==> config.mk <==
export PLATFORM = sky130hd
export DESIGN_NAME = neopixel_decoder
export DESIGN_NICKNAME = d
export VERILOG_FILES = /design/src/rtl/neopixel_pkg.sv /design/src/rtl/sync_2ff.sv /design/src/rtl/neopixel_decoder.sv
export SDC_FILE = /design/constraint.sdc
export NUM_CORES = 1
export LEC_CHECK = 0
export CAP_MARGIN = 20
export CORE_ASPECT_RATIO = 0.7
export CORE_UTILIZATION = 40
export DETAILED_ROUTE_END_ITERATION = 8
export RECOVER_POWER = 25
export SYNTH_ARGS = -nofsm -noshare
export SYNTH_HDL_FRONTEND = slang
export SYNTH_SLANG_ARGS = --single-unit
export TNS_END_PERCENT = 10
==> constraint.sdc <==
create_clock -name clk -period 2.2 [get_ports clk]
set_clock_uncertainty 0.2 [all_clocks]
set_input_delay 0.44 -clock clk [delete_from_list [all_inputs] [get_ports clk]]
set_output_delay 0.44 -clock clk [all_outputs]
set_load 0.05 [all_outputs]
==> src/rtl/neopixel_pkg.sv <==
// Shared NeoPixel timing defaults, decoder FSM states and GRB field positions.
package neopixel_pkg;

  localparam int unsigned ThreshCyclesDef  = 30;
  localparam int unsigned MaxHighCyclesDef = 60;
  localparam int unsigned ResetCyclesDef   = 2500;

  localparam int unsigned PixelW = 24;
  localparam int unsigned GMsb   = 23;
  localparam int unsigned GLsb   = 16;
  localparam int unsigned RMsb   = 15;
  localparam int unsigned RLsb   = 8;
  localparam int unsigned BMsb   = 7;
  localparam int unsigned BLsb   = 0;

  typedef enum logic [1:0] {
    StIdle,
    StHigh,
    StLow,
    StWaitGap
  } np_state_e;

endpackage

==> src/rtl/sync_2ff.sv <==
// Two-flop synchronizer for a single asynchronous input bit.
module sync_2ff (
  input  logic clk,
  input  logic reset,
  input  logic i_d,
  output logic o_q
);

  logic r_meta;
  logic r_sync;

  always_ff @(posedge clk) begin
    if (reset) begin
      r_meta <= 1'b0;
      r_sync <= 1'b0;
    end else begin
      r_meta <= i_d;
      r_sync <= r_meta;
    end
  end

  assign o_q = r_sync;

endmodule

==> src/rtl/neopixel_decoder.sv <==
// Decodes a NeoPixel (WS2812-style) serial stream into 24-bit GRB words with frame tracking.
module neopixel_decoder
  import neopixel_pkg::*;
#(
  parameter int unsigned THRESH_CYCLES   = ThreshCyclesDef,
  parameter int unsigned MAX_HIGH_CYCLES = MaxHighCyclesDef,
  parameter int unsigned RESET_CYCLES    = ResetCyclesDef
) (
  input  logic        clk,
  input  logic        reset,
  input  logic        DI,
  output logic [23:0] pixel_data,
  output logic        pixel_valid,
  output logic        frame_done,
  output logic [15:0] pixel_count,
  output logic        error
);

  localparam int unsigned HighW = $clog2(MAX_HIGH_CYCLES) + 1;
  localparam int unsigned LowW  = $clog2(RESET_CYCLES) + 1;

  localparam logic [HighW-1:0] Thresh   = HighW'(THRESH_CYCLES);
  localparam logic [HighW-1:0] MaxHigh  = HighW'(MAX_HIGH_CYCLES);
  localparam logic [LowW-1:0]  GapLim   = LowW'(RESET_CYCLES);
  localparam logic [LowW-1:0]  GapLast  = LowW'(RESET_CYCLES - 1);

  logic w_di;
  logic w_rise;
  logic w_bit;

  np_state_e        r_state,       w_state_nxt;
  logic             r_di_prev;
  logic [HighW-1:0] r_high_cnt,    w_high_cnt_nxt;
  logic [LowW-1:0]  r_low_cnt,     w_low_cnt_nxt;
  logic [4:0]       r_bit_cnt,     w_bit_cnt_nxt;
  logic [23:0]      r_word,        w_word_nxt;
  logic [23:0]      r_pixel_data,  w_pixel_data_nxt;
  logic             r_pixel_valid, w_pixel_valid_nxt;
  logic             r_frame_done,  w_frame_done_nxt;
  logic [15:0]      r_pixel_count, w_pixel_count_nxt;
  logic             r_error,       w_error_nxt;

  sync_2ff u_sync (
    .clk   (clk),
    .reset (reset),
    .i_d   (DI),
    .o_q   (w_di)
  );

  assign w_rise = w_di & ~r_di_prev;
  assign w_bit  = (r_high_cnt >= Thresh);

  always_comb begin
    w_state_nxt       = r_state;
    w_high_cnt_nxt    = r_high_cnt;
    w_low_cnt_nxt     = r_low_cnt;
    w_bit_cnt_nxt     = r_bit_cnt;
    w_word_nxt        = r_word;
    w_pixel_data_nxt  = r_pixel_data;
    w_pixel_valid_nxt = 1'b0;
    w_frame_done_nxt  = 1'b0;
    w_error_nxt       = 1'b0;
    // Count holds through the frame_done cycle, then clears.
    w_pixel_count_nxt = r_frame_done ? 16'd0 : r_pixel_count;

    unique case (r_state)
      StIdle: begin
        if (w_rise) begin
          w_state_nxt    = StHigh;
          w_high_cnt_nxt = HighW'(1);
        end
      end
      StHigh: begin
        if (!w_di) begin
          w_state_nxt   = StLow;
          w_low_cnt_nxt = LowW'(1);
          w_word_nxt    = {r_word[22:0], w_bit};
          if (r_bit_cnt == 5'd23) begin
            w_bit_cnt_nxt     = 5'd0;
            w_pixel_data_nxt  = {r_word[22:0], w_bit};
            w_pixel_valid_nxt = 1'b1;
            if (r_pixel_count != 16'hFFFF) begin
              w_pixel_count_nxt = r_pixel_count + 16'd1;
            end
          end else begin
            w_bit_cnt_nxt = r_bit_cnt + 5'd1;
          end
        end else if (r_high_cnt >= MaxHigh) begin
          // This cycle would make the pulse MAX_HIGH_CYCLES+1 long.
          w_state_nxt   = StWaitGap;
          w_error_nxt   = 1'b1;
          w_bit_cnt_nxt = 5'd0;
          w_word_nxt    = 24'h000000;
          w_low_cnt_nxt = '0;
        end else begin
          w_high_cnt_nxt = r_high_cnt + HighW'(1);
        end
      end
      StLow: begin
        if (w_di) begin
          w_state_nxt    = StHigh;
          w_high_cnt_nxt = HighW'(1);
          w_low_cnt_nxt  = '0;
        end else if (r_low_cnt >= GapLast) begin
          w_state_nxt      = StIdle;
          w_low_cnt_nxt    = GapLim;
          w_frame_done_nxt = 1'b1;
          w_error_nxt      = (r_bit_cnt != 5'd0);
          w_bit_cnt_nxt    = 5'd0;
          w_word_nxt       = 24'h000000;
        end else begin
          w_low_cnt_nxt = r_low_cnt + LowW'(1);
        end
      end
      StWaitGap: begin
        if (w_di) begin
          w_low_cnt_nxt = '0;
        end else if (r_low_cnt >= GapLast) begin
          w_state_nxt      = StIdle;
          w_low_cnt_nxt    = GapLim;
          w_frame_done_nxt = 1'b1;
        end else begin
          w_low_cnt_nxt = r_low_cnt + LowW'(1);
        end
      end
      default: w_state_nxt = StIdle;
    endcase
  end

  always_ff @(posedge clk) begin
    if (reset) begin
      r_state       <= StIdle;
      r_di_prev     <= 1'b0;
      r_high_cnt    <= '0;
      r_low_cnt     <= '0;
      r_bit_cnt     <= 5'd0;
      r_word        <= 24'h000000;
      r_pixel_data  <= 24'h000000;
      r_pixel_valid <= 1'b0;
      r_frame_done  <= 1'b0;
      r_pixel_count <= 16'd0;
      r_error       <= 1'b0;
    end else begin
      r_state       <= w_state_nxt;
      r_di_prev     <= w_di;
      r_high_cnt    <= w_high_cnt_nxt;
      r_low_cnt     <= w_low_cnt_nxt;
      r_bit_cnt     <= w_bit_cnt_nxt;
      r_word        <= w_word_nxt;
      r_pixel_data  <= w_pixel_data_nxt;
      r_pixel_valid <= w_pixel_valid_nxt;
      r_frame_done  <= w_frame_done_nxt;
      r_pixel_count <= w_pixel_count_nxt;
      r_error       <= w_error_nxt;
    end
  end

  assign pixel_data  = r_pixel_data;
  assign pixel_valid = r_pixel_valid;
  assign frame_done  = r_frame_done;
  assign pixel_count = r_pixel_count;
  assign error       = r_error;

endmodule

==> results.toml <==
[run_status]
status = "finished clean"

[global_routing]
grt_max_degree = 32
grt_use_total_pct = 19.9
antenna_found_initial = 0
grt_pass1_vias = 3533
grt-ovfl-total = 0
grt_pass1_wl_um = 17300

[worst_setup_path]
worstSetupPathDepth = 1
critPathArrivalTime_ns = 1.51
path_cells = "clkdlybuf4s50_1"
crit_fanout = 2
critPathBufInv = 1
r2r-start = "r_bit_cnt[1]"
r2r_cells = 5
cp.required_ns = 1.56
worst_setup_path_end_kind = "output port"
endpoint = "pixel_data[0]"
cp_slowest_cell = "clkdlybuf4s50_1"
cpLargestDelayFamily = "buffers and inverters"
worstSetupStartpoint = "pixel_data[0]"
rr_endpoint = "r_bit_cnt[3]"
crit_type = "register to output port"
slowest_delay_ns = 0.84
rrSetupSlack_ns = 0.09
start_kind = "register"

[synth]
syn_avg_cell_area_sq_um = 8.70
synthFlopType = "dfxtp_1"
async_flop_share_pct = 0
synth_cells = 484
yosysSeqAreaShare_pct = 45.6
synth_seq_cells = 96
synth_fp_nets = 498
ys_types = 56
syn_area_sq_um = 4210
synth_edf_count = 0
yosys_warnings = 0

[clock_network]
h-tree-depth = 3
cts-root-buf = "clkbuf_16"
worstSkewPairLatency_ns = 0.34
cts_hold_buf = 0
cts.sinks = 96
cts_tree = "built"
cts_buffers = 9
clkTransAtPathRegs_ns = 0.06
clockBufferDepth = 2

[min_path]
min_from = "u_sync.r_meta"
hp-class = "register to register"

[power]
pwr-share-seq_pct = 43.6
p_int_w = 0.00308
leakagePower_nw = 1.94
power.switching_w = 0.00109
power_density_nw_per_um2 = 787
p_clk_share_pct = 40.5
combPwrFrac_pct = 15.9
ir_worst_vdd_uv = 526
swShare_pct = 26.2

[placed_design]
io_buffers = 45
dpl-instance-area_sq_um = 4970
dp_cells = 670
dp_hpwl_um = 7300
place_congestion = 0.861

[sta]
min_period_ns = 2.15
maxSlewViolCount = 0
fmax_mhz = 465
setup_violations = 0
period_share_pct = 97.7
worst_pin_slew_ns = 0.638
maxSlewHeadroom_pct = 57.6
hold_violations = 0

[detailed_routing]
remaining_drc_errors = 0
wl_met2_um = 4430
drt-pass1-iter-count = 5
drtIter0Drc = 217
wl_met1_um = 5220
top_layer = "met4"
wl_met3_um = 508
routed_wl_um = 10200
routed_via_density = 5.56
via_count = 3823
avgRoutedWirePerCell_um = 14.9
antenna_left = 0

[floorplanning]
core_sq_um = 9950
die_area_sq_um = 11000
pin_count = 46
start_util_pct = 42.4
fp.dieH_um = 87.9
die_w_um = 125
rows = 30

[cells_and_area]
diodes = 0
final_cells = 687
nNetsFinal = 568
area_growth_pct = 26.0
finalInstanceArea_sq_um = 5310
fill_cells = 919
drive_gt1_share_pct = 14.3

[flow_run]
cap_violations = 0
-- worst min path at each step --
| stage | endpoint | slack [ns] | cells after the start |
|---|---|---|---|
| 6_report | u_sync.o_q | 0.25 | 1 |
| 5_1_grt | u_sync.o_q | 0.26 | 1 |
| 4_1_cts | r_low_cnt[8] | 0.24 | 2 |
| 3_5_place_dp | u_sync.o_q | 0.24 | 1 |
| 3_3_place_gp | u_sync.o_q | 0.23 | 1 |
| 2_1_floorplan | u_sync.o_q | 0.21 | 1 |
-- Yosys cell counts, types with 3 or more instances --
cell type	instances	area [sq um]
a21oi_1	43	215
a22o_1	24	210
a311oi_1	4	35.0
a31oi_1	7	43.8
and2_1	5	31.3
and3_1	13	81.3
and4_1	5	43.8
buf_2	3	15.0
buf_6	3	33.8
clkbuf_1	20	75.1
dfxtp_1	96	1920
ha_1	11	138
inv_1	12	45.0
mux2i_1	5	50.1
nand2_1	79	297
nand2b_1	7	43.8
nand3_1	13	65.1
nand4_1	9	56.3
nor2_1	23	86.3
nor2b_1	6	37.5
nor3_1	11	55.1
nor4_1	3	18.8
o211ai_1	6	45.0
o21a_1	6	45.0
o21ai_0	19	95.1
o21ai_1	3	15.0
o21bai_1	3	22.5
o31ai_1	4	30.0
or3_1	3	18.8
xnor2_1	3	26.3
-- stage by stage --
step                      worst slack (ns)  total power (W)  utilization, %  setup TNS, ns  hold WS [ns]
after floorplan                     0.0147          0.00226               -              0         0.214
after global placement             -0.0704          0.00247            49.9          -1.44         0.235
after detailed placement           -0.0767          0.00248            49.9         -0.991         0.237
after CTS                           0.0151          0.00418            53.3              0         0.243
after global routing              -0.00294          0.00437            53.3       -0.00294         0.262
final                               0.0498          0.00418            53.3              0         0.248
-- layer usage --
metal	global-route usage, %	up-vias
li1	-	1899
met1	27.7	1827
met2	30.8	88
met3	5.31	9
met4	4.93	0
met5	0	-
-- timing repair --
item / CTS / global route
gates resized for setup: 3 / 19
pin swaps: 0 / 0
endpoints found under the setup margin: 32 / 49
buffers inserted: 0 / 1
-- logic make-up (layout without fill, tap and decap cells) --
logic type      Yosys count  in the layout  share of synthesized area (%)
fa+ha+maj                11             11                           3.27
buf+inv                  38            113                           4.01
simple gates            190            190                           22.5
compound gates          139            139                           22.4
flops                    96             96                           45.6
xor+xnor                  5              5                           1.04
mux                       5              5                           1.19
-- registers in the layout (all words and copies together), names as in the netlist, 2 cells and up --
name and flops:
pixel_data 24, r_word 23, pixel_count 16, r_low_cnt 13, r_high_cnt 7, r_bit_cnt 5, r_state 2
-- placed cells by master, fill, tap and decap left out, types with 3 or more instances in the layout --
cell,synthesis,final
nand2b_1,7,7
mux2i_1,5,5
a311oi_1,4,4
nor2_1,23,23
o21bai_1,3,3
clkdlybuf4s50_1,0,30
nand3_1,13,13
o21ai_0,19,18
nand4_1,9,9
clkbuf_16,0,9
clkbuf_1,20,15
xnor2_1,3,3
nor3_1,11,11
buf_4,0,36
a22o_1,24,24
ha_1,11,9
dfxtp_2,0,6
nor2b_1,6,4
o31ai_1,4,4
and4_1,5,5
o21a_1,6,6
and2_1,5,4
a31oi_1,7,7
nand2_1,79,78
or3_1,3,3
and3_1,13,13
o21ai_2,1,3
a21oi_1,43,42
o211ai_1,6,6
inv_1,12,11
dfxtp_1,96,90
-- power groups by stage --
stage	clock network [W]	registers, W	logic [W]
2_1_floorplan	0	0.00185	0.000404
3_3_place_gp	0	0.00185	0.000613
3_5_place_dp	0	0.00185	0.000622
4_1_cts	0.00174	0.00182	0.000628
5_1_grt	0.00182	0.00183	0.000732
6_report	0.00169	0.00182	0.000663
-- layout make-up --
| type | count | area, sq um | share of cell area (%) |
|---|---|---|---|
| multi-input cells | 350 | 2170 | 40.9 |
| flip-flops and latches | 96 | 1930 | 36.4 |
| repair buffers | 85 | 671 | 12.6 |
| clock buffers | 10 | 239 | 4.50 |
| well taps | 128 | 160 | 3.02 |
| clock inverters | 6 | 90.1 | 1.70 |
| inverters | 12 | 45.0 | 0.849 |
(Power assumes the default switching activity.)
